`src/rtl/dp_ctrl_if.sv`:
```
// dp_ctrl_if: link between the instruction-fetch stage and the control unit.
//   IR        28  latched instruction bits, IR[n] holds ARM bit n-1
//   flag       1  condition-pass result for the instruction at the ROM output
//   Write_PC   1  advance the PC (fetch stage acts on the negedge)
//   Write_IR   1  load IR (fetch stage acts on the negedge)
// master = control unit (drives the strobes), slave = fetch stage.
interface dp_ctrl_if;
    logic [28:1] IR;
    logic        flag;
    logic        Write_PC;
    logic        Write_IR;

    modport master (output Write_PC, Write_IR, input IR, flag);
    modport slave  (input Write_PC, Write_IR, output IR, flag);
endinterface

```
`src/rtl/dp_ctrl.sv`:
```
// dp_ctrl: multi-cycle control unit for the data-processing CPU.
// Sequences IDLE -> FETCH -> DECODE -> EXEC -> WB, decodes the operand
// fields of data-processing instructions and counts executed / skipped
// instructions.
// Ports:
//   clk, Rst        clock (posedge) and asynchronous active-low reset
//   fbus            fetch-stage link (IR, flag in; Write_PC, Write_IR out)
//   Write_Reg       register-file write enable (WB only)
//   Write_NZCV      flag-register write enable (EXEC with S=1)
//   ALU_OP          opcode field
//   Rn/Rd/Rm/Rs     register addresses
//   Imm_sel, imm32  immediate operand2 select and rotated value
//   Shift_*         shifter control fields
//   Undef           illegal-instruction pulse in DECODE
//   State           current state, debug only
//   Exec_cnt/Skip_cnt  16-bit wrapping instruction counters
module dp_ctrl (
    input  logic        clk,
    input  logic        Rst,
    dp_ctrl_if.master   fbus,
    output logic        Write_Reg,
    output logic        Write_NZCV,
    output logic [3:0]  ALU_OP,
    output logic [3:0]  Rn_addr,
    output logic [3:0]  Rd_addr,
    output logic [3:0]  Rm_addr,
    output logic [3:0]  Rs_addr,
    output logic        Imm_sel,
    output logic [31:0] imm32,
    output logic [1:0]  Shift_type,
    output logic [4:0]  Shift_imm,
    output logic        Shift_by_reg,
    output logic        Undef,
    output logic [2:0]  State,
    output logic [15:0] Exec_cnt,
    output logic [15:0] Skip_cnt
);
    typedef enum logic [2:0] {
        IDLE   = 3'd0,
        FETCH  = 3'd1,
        DECODE = 3'd2,
        EXEC   = 3'd3,
        WB     = 3'd4
    } state_t;

    state_t      state;
    logic [3:0]  f_op;
    logic        f_s;
    logic        f_i;
    logic [1:0]  f_cls;   // ARM bits 27:26, must be 00 for data processing
    logic [3:0]  f_rn;
    logic [3:0]  f_rd;
    logic [11:0] f_lo;    // ARM bits 11:0 (shift/immediate/Rm area)
    logic [15:0] exec_cnt;
    logic [15:0] skip_cnt;
    logic        illegal;
    logic        is_cmp;

    // Compare-class opcodes (TST/TEQ/CMP/CMN) only make sense with S set
    // and never write a register.
    assign is_cmp  = (f_op[3:2] == 2'b10);
    assign illegal = (f_cls != 2'b00)
                   | (~f_i & f_lo[4] & f_lo[7])
                   | (is_cmp & ~f_s);

    // Fields are captured on the edge that leaves FETCH with flag=1; the
    // fetch stage loaded IR on the negedge before it, so IR is stable here
    // and the field outputs are valid for the whole DECODE cycle.
    always_ff @(posedge clk or negedge Rst) begin
        if (!Rst) begin
            state    <= IDLE;
            f_op     <= '0;
            f_s      <= 1'b0;
            f_i      <= 1'b0;
            f_cls    <= '0;
            f_rn     <= '0;
            f_rd     <= '0;
            f_lo     <= '0;
            exec_cnt <= '0;
            skip_cnt <= '0;
        end else begin
            case (state)
                IDLE: state <= FETCH;
                FETCH: begin
                    if (fbus.flag) begin
                        state <= DECODE;
                        f_cls <= fbus.IR[28:27];
                        f_i   <= fbus.IR[26];
                        f_op  <= fbus.IR[25:22];
                        f_s   <= fbus.IR[21];
                        f_rn  <= fbus.IR[20:17];
                        f_rd  <= fbus.IR[16:13];
                        f_lo  <= fbus.IR[12:1];
                    end else begin
                        state    <= FETCH;
                        skip_cnt <= skip_cnt + 16'd1;
                    end
                end
                DECODE: state <= illegal ? FETCH : EXEC;
                EXEC: begin
                    exec_cnt <= exec_cnt + 16'd1;
                    state    <= is_cmp ? FETCH : WB;
                end
                WB:      state <= FETCH;
                default: state <= IDLE;  // unused encodings recover
            endcase
        end
    end

    // Moore strobes: decoded from the state register (plus captured S),
    // so they never glitch while the fetch stage samples on the negedge.
    assign fbus.Write_PC = (state == FETCH);
    assign fbus.Write_IR = (state == FETCH);
    assign Write_Reg     = (state == WB);
    assign Write_NZCV    = (state == EXEC) & f_s;
    assign Undef         = (state == DECODE) & illegal;
    assign State         = state;

    assign ALU_OP       = f_op;
    assign Rn_addr      = f_rn;
    assign Rd_addr      = f_rd;
    assign Rm_addr      = f_lo[3:0];
    assign Rs_addr      = f_lo[11:8];
    assign Imm_sel      = f_i;
    assign Shift_type   = f_lo[6:5];
    assign Shift_imm    = f_lo[11:7];
    assign Shift_by_reg = ~f_i & f_lo[4];

    // imm32 = imm8 rotated right by 2*rot. With rot=0 the left shift by 32
    // yields zero, leaving the plain zero-extended imm8.
    logic [31:0] imm_z;
    logic [4:0]  imm_sh;
    assign imm_z  = {24'b0, f_lo[7:0]};
    assign imm_sh = {f_lo[11:8], 1'b0};
    assign imm32  = (imm_z >> imm_sh) | (imm_z << (6'd32 - {1'b0, imm_sh}));

    assign Exec_cnt = exec_cnt;
    assign Skip_cnt = skip_cnt;
endmodule

```
`src/flat_wrapper.sv`:
```
// flat-port wrapper written by rule: the top's interface ports become plain ports
module dp_ctrl_flat 
  (clk, Rst, Write_Reg, Write_NZCV, ALU_OP, Rn_addr, Rd_addr, Rm_addr, Rs_addr, Imm_sel, imm32, Shift_type, Shift_imm, Shift_by_reg, Undef, State, Exec_cnt, Skip_cnt, fbus_Write_PC, fbus_Write_IR, fbus_IR, fbus_flag);
  dp_ctrl_if fbus_i ();
  input  logic clk;
  input  logic Rst;
  output logic Write_Reg;
  output logic Write_NZCV;
  output logic [3:0] ALU_OP;
  output logic [3:0] Rn_addr;
  output logic [3:0] Rd_addr;
  output logic [3:0] Rm_addr;
  output logic [3:0] Rs_addr;
  output logic Imm_sel;
  output logic [31:0] imm32;
  output logic [1:0] Shift_type;
  output logic [4:0] Shift_imm;
  output logic Shift_by_reg;
  output logic Undef;
  output logic [2:0] State;
  output logic [15:0] Exec_cnt;
  output logic [15:0] Skip_cnt;
  output wire logic [$bits(fbus_i.Write_PC)-1:0] fbus_Write_PC;
  output wire logic [$bits(fbus_i.Write_IR)-1:0] fbus_Write_IR;
  input wire logic [$bits(fbus_i.IR)-1:0] fbus_IR;
  input wire logic [$bits(fbus_i.flag)-1:0] fbus_flag;
  assign fbus_Write_PC = fbus_i.Write_PC;
  assign fbus_Write_IR = fbus_i.Write_IR;
  assign fbus_i.IR = fbus_IR;
  assign fbus_i.flag = fbus_flag;
  dp_ctrl u_core (.clk(clk), .Rst(Rst), .fbus(fbus_i), .Write_Reg(Write_Reg), .Write_NZCV(Write_NZCV), .ALU_OP(ALU_OP), .Rn_addr(Rn_addr), .Rd_addr(Rd_addr), .Rm_addr(Rm_addr), .Rs_addr(Rs_addr), .Imm_sel(Imm_sel), .imm32(imm32), .Shift_type(Shift_type), .Shift_imm(Shift_imm), .Shift_by_reg(Shift_by_reg), .Undef(Undef), .State(State), .Exec_cnt(Exec_cnt), .Skip_cnt(Skip_cnt));
endmodule
```
`config.mk`:
```
export PLATFORM = sky130hd
export DESIGN_NAME = dp_ctrl_flat
export DESIGN_NICKNAME = d
export VERILOG_FILES = /design/src/rtl/dp_ctrl_if.sv /design/src/rtl/dp_ctrl.sv /design/src/flat_wrapper.sv
export SDC_FILE = /design/constraint.sdc
export NUM_CORES = 1
export LEC_CHECK = 0
export ABC_AREA = 1
export BUFFER_PORTS_ARGS = -buffer_cell sky130_fd_sc_hd__buf_2
export CORE_MARGIN = 5
export CORE_UTILIZATION = 46
export CTS_BUF_LIST = sky130_fd_sc_hd__clkbuf_16
export CTS_CLUSTER_DIAMETER = 150
export DETAILED_ROUTE_END_ITERATION = 6
export PLACE_DENSITY = 0.77
export SYNTH_ARGS = -nofsm -noshare
export SYNTH_HDL_FRONTEND = slang
export SYNTH_SLANG_ARGS = --single-unit
```
`constraint.sdc`:
```
create_clock -name clk -period 2.1 [get_ports clk]
set_clock_uncertainty 0.1 [all_clocks]
set_input_delay 0.21 -clock clk [delete_from_list [all_inputs] [get_ports clk]]
set_output_delay 0.21 -clock clk [all_outputs]
set_load 0.02 [all_outputs]
```
Yosys cells after proc, flatten, opt, wreduce, memory -nomap -nowiden

Index checks and enable logic that the tools add are counted.

Shifts and indexed selects: 2
Muxes and demuxes: 4
Bitwise gates (word level): 11
Multipliers: 0
Eq/ne operators: 5
$add $sub $neg: 3
Reduce and logical (&&, ||, !) cells: 5
Magnitude comparators: 0
Div/mod/pow operators: 0

Operators by type and width:

| cell                                                 | number |
|---|---|
| adder 16 x 1 -> 16 bit (second input constant)       | 2 |
| OR 32 bit                                            | 1 |
| left shift 8 x 6 -> 32 bit                           | 1 |
| right shift 8 x 5 -> 32 bit                          | 1 |
| case mux 3 bit (4 select lines)                      | 1 |
| equality test 3 x 2 -> 1 bit (second input constant) | 2 |
| subtractor 6 x 5 -> 6 bit (first input constant)     | 1 |
| AND 1 bit                                            | 5 |
| two-way mux 2 bit                                    | 2 |
| AND reduction 2 bit                                  | 2 |
| equality test 3 x 1 -> 1 bit (second input constant) | 1 |
| equality test 3 bit (second input constant)          | 1 |
| logical NOT 3 bit                                    | 1 |
| two-way mux 3 bit                                    | 1 |
| NOT 1 bit                                            | 3 |
| equality test 2 bit (second input constant)          | 1 |
| OR 1 bit                                             | 2 |
| nonzero test 2 bit                                   | 1 |
| OR reduction 2 bit                                   | 1 |

Bits of input ports: 31
Output and inout port bits: 101
Bits in registers: 63
Latch bits: 0
Bits in read-only memories: 0
RAM bits: 0
Word-level logic and storage cells: 40
Memories: 0

Longest topological paths before layout

Gate-level depths: netlist of the first run.

Word-level depth: 7
Gate-level depth with buffers: 11
Gate-level depth less buffers: 9

Least setup slack after synthesis of the first run

Ideal clock, no wire load.

Path type: register -> output
From: reg u_core.f_lo[8]
To: out imm32[22]
Setup slack: -252 ps
Data arrival time: 2,042 ps
Required time: 1,790 ps
Cell stages (with the launch flop): 9
Cell sequence: dfrtp_1 buf_2 inv_1 buf_4 ha_1 xor2_2 inv_2 buf_2 nor3_1

Cells in the longest elaborated chain, start to end: 3
Elaborated cells between the ends (all ways): 4

Ends and longest elaborated chain:

| element                    | line               | source |
|---|---|---|
| start: declaration         | dp_ctrl.sv:53      | `logic [11:0] f_lo;` |
| start signal: assignment   | dp_ctrl.sv:93      | `f_lo <= fbus.IR[12:1];` |
| subtractor 6 x 5 -> 6 bit  | dp_ctrl.sv:135     | `assign imm32 = (imm_z >> imm_sh) \| (imm_z << (6'd32 - {1'b0, imm_sh}));` |
| left shift 8 x 6 -> 32 bit | dp_ctrl.sv:135     |  |
| OR 32 bit (*)              | dp_ctrl.sv:135     |  |
| end: declaration           | flat_wrapper.sv:15 | `output logic [31:0] imm32;` |

Every way passes the cells marked *; elsewhere a longest branch is shown, timed or not.

Final worst setup path of the first run

From: reg u_core.f_lo[9]
To: out imm32[20]

The elaborated chain is that of the path after synthesis.

==> impl_metrics.env, run 1 <==
export IMPL_yosysSeqAreaShare=0.414
export IMPL_tritoncts="done"
export IMPL_reg2reg_slack_ns=0.40
export IMPL_tightest_slew_ns=0.371
export IMPL_ir_worst_vdd_v=0.000934
export IMPL_dr_pass1_iters=5
export IMPL_crit_fanout=5
export IMPL_synth_fp_nets=580
export IMPL_setup_slack_ns=-0.126
export IMPL_rsz0062_at_grt="yes"
export IMPL_grt_ovfl_total=0
export IMPL_synth_top_cell_by_area="dfrtp_1"
export IMPL_die_h_microns=101
export IMPL_start_kind="flop"
export IMPL_period_share=1.06
export IMPL_p_seq_frac=0.180
export IMPL_die_area_sq_mm=0.0102
export IMPL_io_pins=132
export IMPL_stdcell_count=804
export IMPL_cts_sinks=63
export IMPL_vias=4083
export IMPL_cp_end_kind="output port"
export IMPL_cts_max_level=3
export IMPL_synth_edff_count=0
export IMPL_row_count=33
export IMPL_leakage_uw=0.00301
export IMPL_antenna_found_initial=0
export IMPL_insertion_delay_ns=0.33
export IMPL_grt_pass1_vias=3905
export IMPL_setup_violations_final=24
export IMPL_max_slew_margin=0.751
export IMPL_syn2layout_area_growth_pct=50.3
export IMPL_cts_buffer_depth=2
export IMPL_tns_ns=-1.26
export IMPL_cts_root_buffer="clkbuf_16"
export IMPL_cp_required_ns=1.79
export IMPL_finalMaxSlewViolations=0
export IMPL_viasPerCell=5.08
export IMPL_combPwrFrac=0.664
export IMPL_diodes=0
export IMPL_drt_iter0_markers=211
export IMPL_place_inst=771
export IMPL_yosys_top_cells_area="dfrtp_1 (41%), nand2_1 (19%), nand3_1 (8.3%), nor2_1 (5.8%), inv_1 (4.9%)"
export IMPL_wirelength_mm=11.8
export IMPL_async_flop_share=1.00
export IMPL_hpwl_mm=8.22
export IMPL_yosys_most_used_dff="dfrtp_1"
export IMPL_gp_congestion=0.888
export IMPL_switching_power_uw=5240
export IMPL_violations="negative setup slack"
export IMPL_grtUsageTotal=0.228
export IMPL_synth_avg_cell_area_sq_um=6.97
export IMPL_fin_crit_ns=2.23
export IMPL_route_detailed_drc=0
export IMPL_final_layout_size_suffix_gt1_frac=0.371
export IMPL_ant_nets=0
export IMPL_clockPowerShare=0.156
export IMPL_status="complete, but fails checks"
export IMPL_swShare=0.482
export IMPL_drv_cap=0
export IMPL_avgRoutedWirePerCell_microns=14.7
export IMPL_max_freq_ghz=0.449
export IMPL_fill_cells=618
export IMPL_yosysWarnings=0
export IMPL_yosysTopAreaCellShare=0.414
export IMPL_grt_pass1_wl_mm=18.5
export IMPL_hold_viol_final=0
export IMPL_core_area_sq_mm=0.00813
export IMPL_ys_types=25
export IMPL_die_w_microns=101
export IMPL_clk_pin_slew_ns=0.05
export IMPL_internal_power_uw=5630
export IMPL_synth_area_sq_mm=0.00380
export IMPL_syn_inst=546
export IMPL_cp_arrival_ns=1.92
export IMPL_hold_path_class="in -> reg"
export IMPL_synth_seq_cells=63
export IMPL_port_buffers=131
export IMPL_cts_buffers=9
export IMPL_nets=728
export IMPL_start_util=0.468
export IMPL_grt_max_degree=64
export IMPL_critical_path_class="reg -> out"
export IMPL_p_per_area_mw_per_mm2=1900
[power by group through the flow]
stage / Clock (uW) / Sequential, uW / Combinational [uW]
6_report: 1700 / 1960 / 7210
3_5_place_dp: 0 / 1940 / 5450
5_1_grt: 1790 / 2010 / 7750
2_1_floorplan: 0 / 2180 / 3710
3_3_place_gp: 0 / 1930 / 5350
4_1_cts: 1720 / 1950 / 6390
[kinds of logic after synthesis]
kind of cell | Yosys count | share of synthesized area
and+or+nand+nor | 334 | 0.364
xor gates and xnor gates | 20 | 0.0480
adders and majority gates | 3 | 0.00987
AOI/OAI and AO/OA | 42 | 0.0586
buffers and inverters | 84 | 0.105
DFF | 63 | 0.414
[registers in the layout (all words and copies together) (netlist names)]
| register | cells |
|---|---|
| u_core.Imm_sel | 1 |
| u_core.Rn_addr | 4 |
| u_core.State | 3 |
| u_core.Rd_addr | 4 |
| u_core.ALU_OP | 4 |
| u_core.Skip_cnt | 16 |
| u_core.f_s | 1 |
| u_core.f_cls | 2 |
| u_core.f_lo | 12 |
| u_core.Exec_cnt | 16 |
[routing by layer]
layer | global-route usage | vias up | wire [microns]
li1 | - | 2012 | -
met1 | 0.267 | 1895 | 4580
met2 | 0.406 | 152 | 6310
met3 | 0.0381 | 24 | 666
met4 | 0.101 | 0 | 267
met5 | 0 | - | 0
[what timing repair did]
action,CTS,global route
endpoints found under the hold margin,63,0
pin swaps,15,13
gates cloned,2,0
hold buffers,1,0
resized for setup,81,52
setup buffers,6,8
setup endpoints to repair,32,32
[placed cells by master (no fill, tap or decap), types with 4 or more instances in the layout]
cell type	synthesis	final
nand4_1	10	10
nand2_2	2	9
dfrtp_1	63	62
inv_1	50	47
nand3_1	63	50
nand3_2	0	7
nand2_1	190	179
buf_6	1	32
nand3_4	0	6
xor2_1	12	12
xnor2_1	7	7
o21ai_0	13	6
nor2_2	0	8
nor2_1	59	45
nor2_4	0	6
a21oi_2	0	4
o21ai_2	0	7
a21oi_4	0	7
a21oi_1	20	9
buf_2	9	99
buf_4	17	33
clkbuf_16	0	9
[final timing paths]
check                                  startpoint                   to  cells past startpoint
worst max-delay path               u_core.f_lo[9]            imm32[20]                      9
worst min register to register  u_core.Rd_addr[0]    u_core.Rd_addr[0]                      2
worst max register to register    u_core.State[1]  u_core.Skip_cnt[15]                      6
max in group asynchronous                     Rst      u_core.f_lo[10]                      3
min in group asynchronous                     Rst    u_core.Rd_addr[0]                      3
worst min-delay path                   fbus_IR[7]       u_core.f_lo[7]                      3
[per-stage QoR]
step	util	setup slack [ns]	area (sq um)	total power [uW]	hold slack [ns]
floorplan	-	0.0308	4010	5890	-0.186
global placement	0.587	0.173	4780	7280	0.144
detailed placement	0.587	0.110	4780	7400	0.148
CTS	0.670	-0.0725	5450	10100	0.00705
global route	0.703	-0.279	5720	11600	0.0224
finish	0.703	-0.126	5720	10900	0.0134
[layout make-up]
cell class | instances | area [sq um] | area share
clock buffer | 9 | 225 | 0.0394
timing repair inverter | 1 | 7.51 | 0.00131
multi-input combinational | 399 | 2260 | 0.396
sequential | 63 | 1580 | 0.276
tap | 105 | 131 | 0.0230
inverter | 51 | 203 | 0.0354
timing repair buffer | 169 | 1190 | 0.208
clock inverter | 7 | 120 | 0.0210
[Yosys cell counts (3+ instances only)]
cell        n
nand2_1   190
dfrtp_1    63
nand3_1    63
nor2_1     59
inv_1      50
a21oi_1    20
buf_4      17
o21ai_0    13
xor2_1     12
nand4_1    10
buf_2       9
xnor2_1     7
clkbuf_1    6
nor3_1      5
o21ai_1     4
ha_1        3
o21bai_1    3
or2_2       3
[critical path: stages (launching register included)]
cell        delay (ns)
dfrtp_1           0.37
inv_2             0.06
ha_4              0.31
clkinvlp_4        0.16
nor2_1            0.25
nand2_1           0.08
nand2_1           0.08
nand2_1           0.06
inv_1             0.08
buf_4             0.14
No activity file was read; power rests on OpenSTA's default activity.
==> run 2: changes to the inputs <==
Settings changed: CORE_UTILIZATION 46 to 35, PLACE_DENSITY 0.77 to default.
==> run 2 against run 1 <==
The flow still finishes with violations (negative setup slack); wire length down 3.7%; sequential share of layout area rose by 1.7 points; count of clock-buffer cells in the layout is the same; non-clock buffer count fell by 11; total power decreased by 12%; setup slack improved by 0.027 ns; sequential power is essentially flat; die area grew 28%; core utilization fell by 20 points; register-to-register slack about the same; global-route usage shrank 5.4 points; largest cell class unchanged.
==> impl_metrics.env, run 2 (synthesis gave the netlist of run 1 again) <==
export IMPL_grt_max_degree=64
export IMPL_route_detailed_drc=0
export IMPL_row_count=38
export IMPL_crit_fanout=4
export IMPL_hold_viol_final=0
export IMPL_insertion_delay_ns=0.32
export IMPL_drv_cap=0
export IMPL_cp_end_kind="output port"
export IMPL_setup_slack_ns=-0.0994
export IMPL_final_seq_area_sq_mm=0.00158
export IMPL_cts_sinks=63
export IMPL_antenna_found_initial=0
export IMPL_final_layout_size_suffix_gt1_frac=0.344
export IMPL_regToRegEndpoint="u_core.Skip_cnt[8]"
export IMPL_stdcell_count=826
export IMPL_critical_path_class="reg -> out"
export IMPL_cp_slowest_cell="dfrtp_1"
export IMPL_max_freq_ghz=0.455
export IMPL_status="complete, but fails checks"
export IMPL_holdWs_ns=0.0217
export IMPL_vias=3976
export IMPL_grt_ovfl_total=0
export IMPL_wl_met2_mm=5.56
export IMPL_hold_path_depth=3
export IMPL_viasPerCell=4.81
export IMPL_violations="negative setup slack"
export IMPL_cts_buffer_depth=2
export IMPL_clk_pin_slew_ns=0.05
export IMPL_dr_pass1_iters=5
export IMPL_mostFrequentLayoutCells="nand2_1 (183), buf_2 (108), dfrtp_1 (61)"
export IMPL_place_inst=804
export IMPL_wl_met3_microns=712
export IMPL_worstHoldStart="fbus_IR[16]"
export IMPL_top_layer_used="met4"
export IMPL_cts_max_level=3
export IMPL_tightest_slew_ns=0.401
export IMPL_die_h_microns=114
export IMPL_cts_root_buffer="clkbuf_16"
export IMPL_p_per_area_mw_per_mm2=1780
export IMPL_wirelength_mm=11.4
export IMPL_nets=716
export IMPL_hold_end="u_core.Rn_addr[0]"
export IMPL_final_common_cell="nand2_1"
export IMPL_drt_iter0_markers=215
export IMPL_diodes=0
export IMPL_r2r_start="u_core.State[1]"
export IMPL_tns_ns=-1.18
export IMPL_gp_congestion=0.877
export IMPL_cp_arrival_ns=1.89
export IMPL_crit_family="buffers and inverters"
export IMPL_crit_chain="inv_2 > ha_4 > xor2_4 > buf_6 > o211ai_1 > buf_4 > a21oi_4 > buf_6"
export IMPL_fill_cells=1084
export IMPL_avgRoutedWirePerCell_microns=13.8
export IMPL_critPathBufInv=4
export IMPL_cts_buffers=9
export IMPL_hpwl_mm=8.61
export IMPL_cp_required_ns=1.79
export IMPL_finalMaxSlewViolations=0
export IMPL_power_uw=9610
export IMPL_grt_pass1_vias=3752
export IMPL_grtUsageTotal=0.174
export IMPL_fin_crit_ns=2.20
export IMPL_ir_worst_vdd_v=0.00124
export IMPL_die_area_sq_mm=0.0131
export IMPL_max_slew_margin=0.733
export IMPL_crit_top_cell="buf_6"
export IMPL_ant_nets=0
export IMPL_port_buffers=131
export IMPL_m1WireLength_mm=4.89
export IMPL_syn2layout_area_growth_pct=41.8
export IMPL_leakage_uw=0.00286
export IMPL_grt_pass1_wl_mm=18.6
export IMPL_start_kind="flop"
export IMPL_critPathMaxStageDelay_ns=0.38
export IMPL_rsz0062_at_grt="yes"
export IMPL_setup_violations_final=24
export IMPL_tritoncts="done"
export IMPL_start_util=0.354
export IMPL_io_pins=132
export IMPL_reg2reg_slack_ns=0.39
export IMPL_multi_input_area_sq_mm=0.00216
export IMPL_die_w_microns=114
export IMPL_hold_path_class="in -> reg"
export IMPL_core_area_sq_mm=0.0107
export IMPL_r2r_cells=6
export IMPL_period_share=1.05
## run 2: timing repair
| item | in CTS | in global routing |
|---|---|---|
| endpoints found under the hold margin | 63 | 0 |
| resized for setup | 50 | 37 |
| pin swaps | 3 | 7 |
| endpoints found under the setup margin | 32 | 32 |
| gates cloned | 0 | 0 |
| setup buffers | 3 | 3 |
| hold buffers | 1 | 0 |
## run 2: layout make-up
type | count | area share
Multi-Input combinational cell | 399 | 0.400
Sequential cell | 63 | 0.293
Timing Repair Buffer | 158 | 0.189
Clock buffer | 9 | 0.0418
Inverter | 51 | 0.0371
Tap cell | 140 | 0.0325
Clock inverter | 6 | 0.00719
## run 2: how the worst max path moves through the flow
| stage | endpoint | start | slack, ns | cells after the start |
|---|---|---|---|---|
| after floorplan | imm32[15] | u_core.f_lo[8] | 0.03 | 8 |
| after global placement | imm32[31] | u_core.f_lo[8] | 0.21 | 8 |
| after detailed placement | imm32[8] | u_core.f_lo[9] | 0.13 | 7 |
| after CTS | imm32[6] | u_core.f_lo[8] | -0.09 | 10 |
| after global routing | imm32[29] | u_core.f_lo[8] | -0.21 | 7 |
| final | imm32[8] | u_core.f_lo[8] | -0.1 | 8 |
## run 2: worst min-delay path, cell delays in order
cell and delay, ns:
buf_2 0.07, nand3_1 0.06, nand2_1 0.06
## run 2: report_power, final
part	leakage [uW]	internal, uW	total, uW	switching [uW]
combinational	0.00194	2390	6310	3920
clock	0.000117	784	1310	529
sequential	0.000805	1590	1990	406
## run 2: stage by stage
step           cell area, sq um  utilization  setup WS (ns)
6_report                   5390        0.502        -0.0994
2_1_floorplan              4010            -         0.0308
3_3_place_gp               4790        0.446          0.207
5_1_grt                    5390        0.502         -0.206
3_5_place_dp               4790        0.446          0.135
4_1_cts                    5230        0.486        -0.0858
## run 2: metal layers
metal,global-route usage,vias up
li1,-,1985
met1,0.231,1831
met2,0.288,140
met3,0.0344,20
met4,0.0515,0
met5,0,-
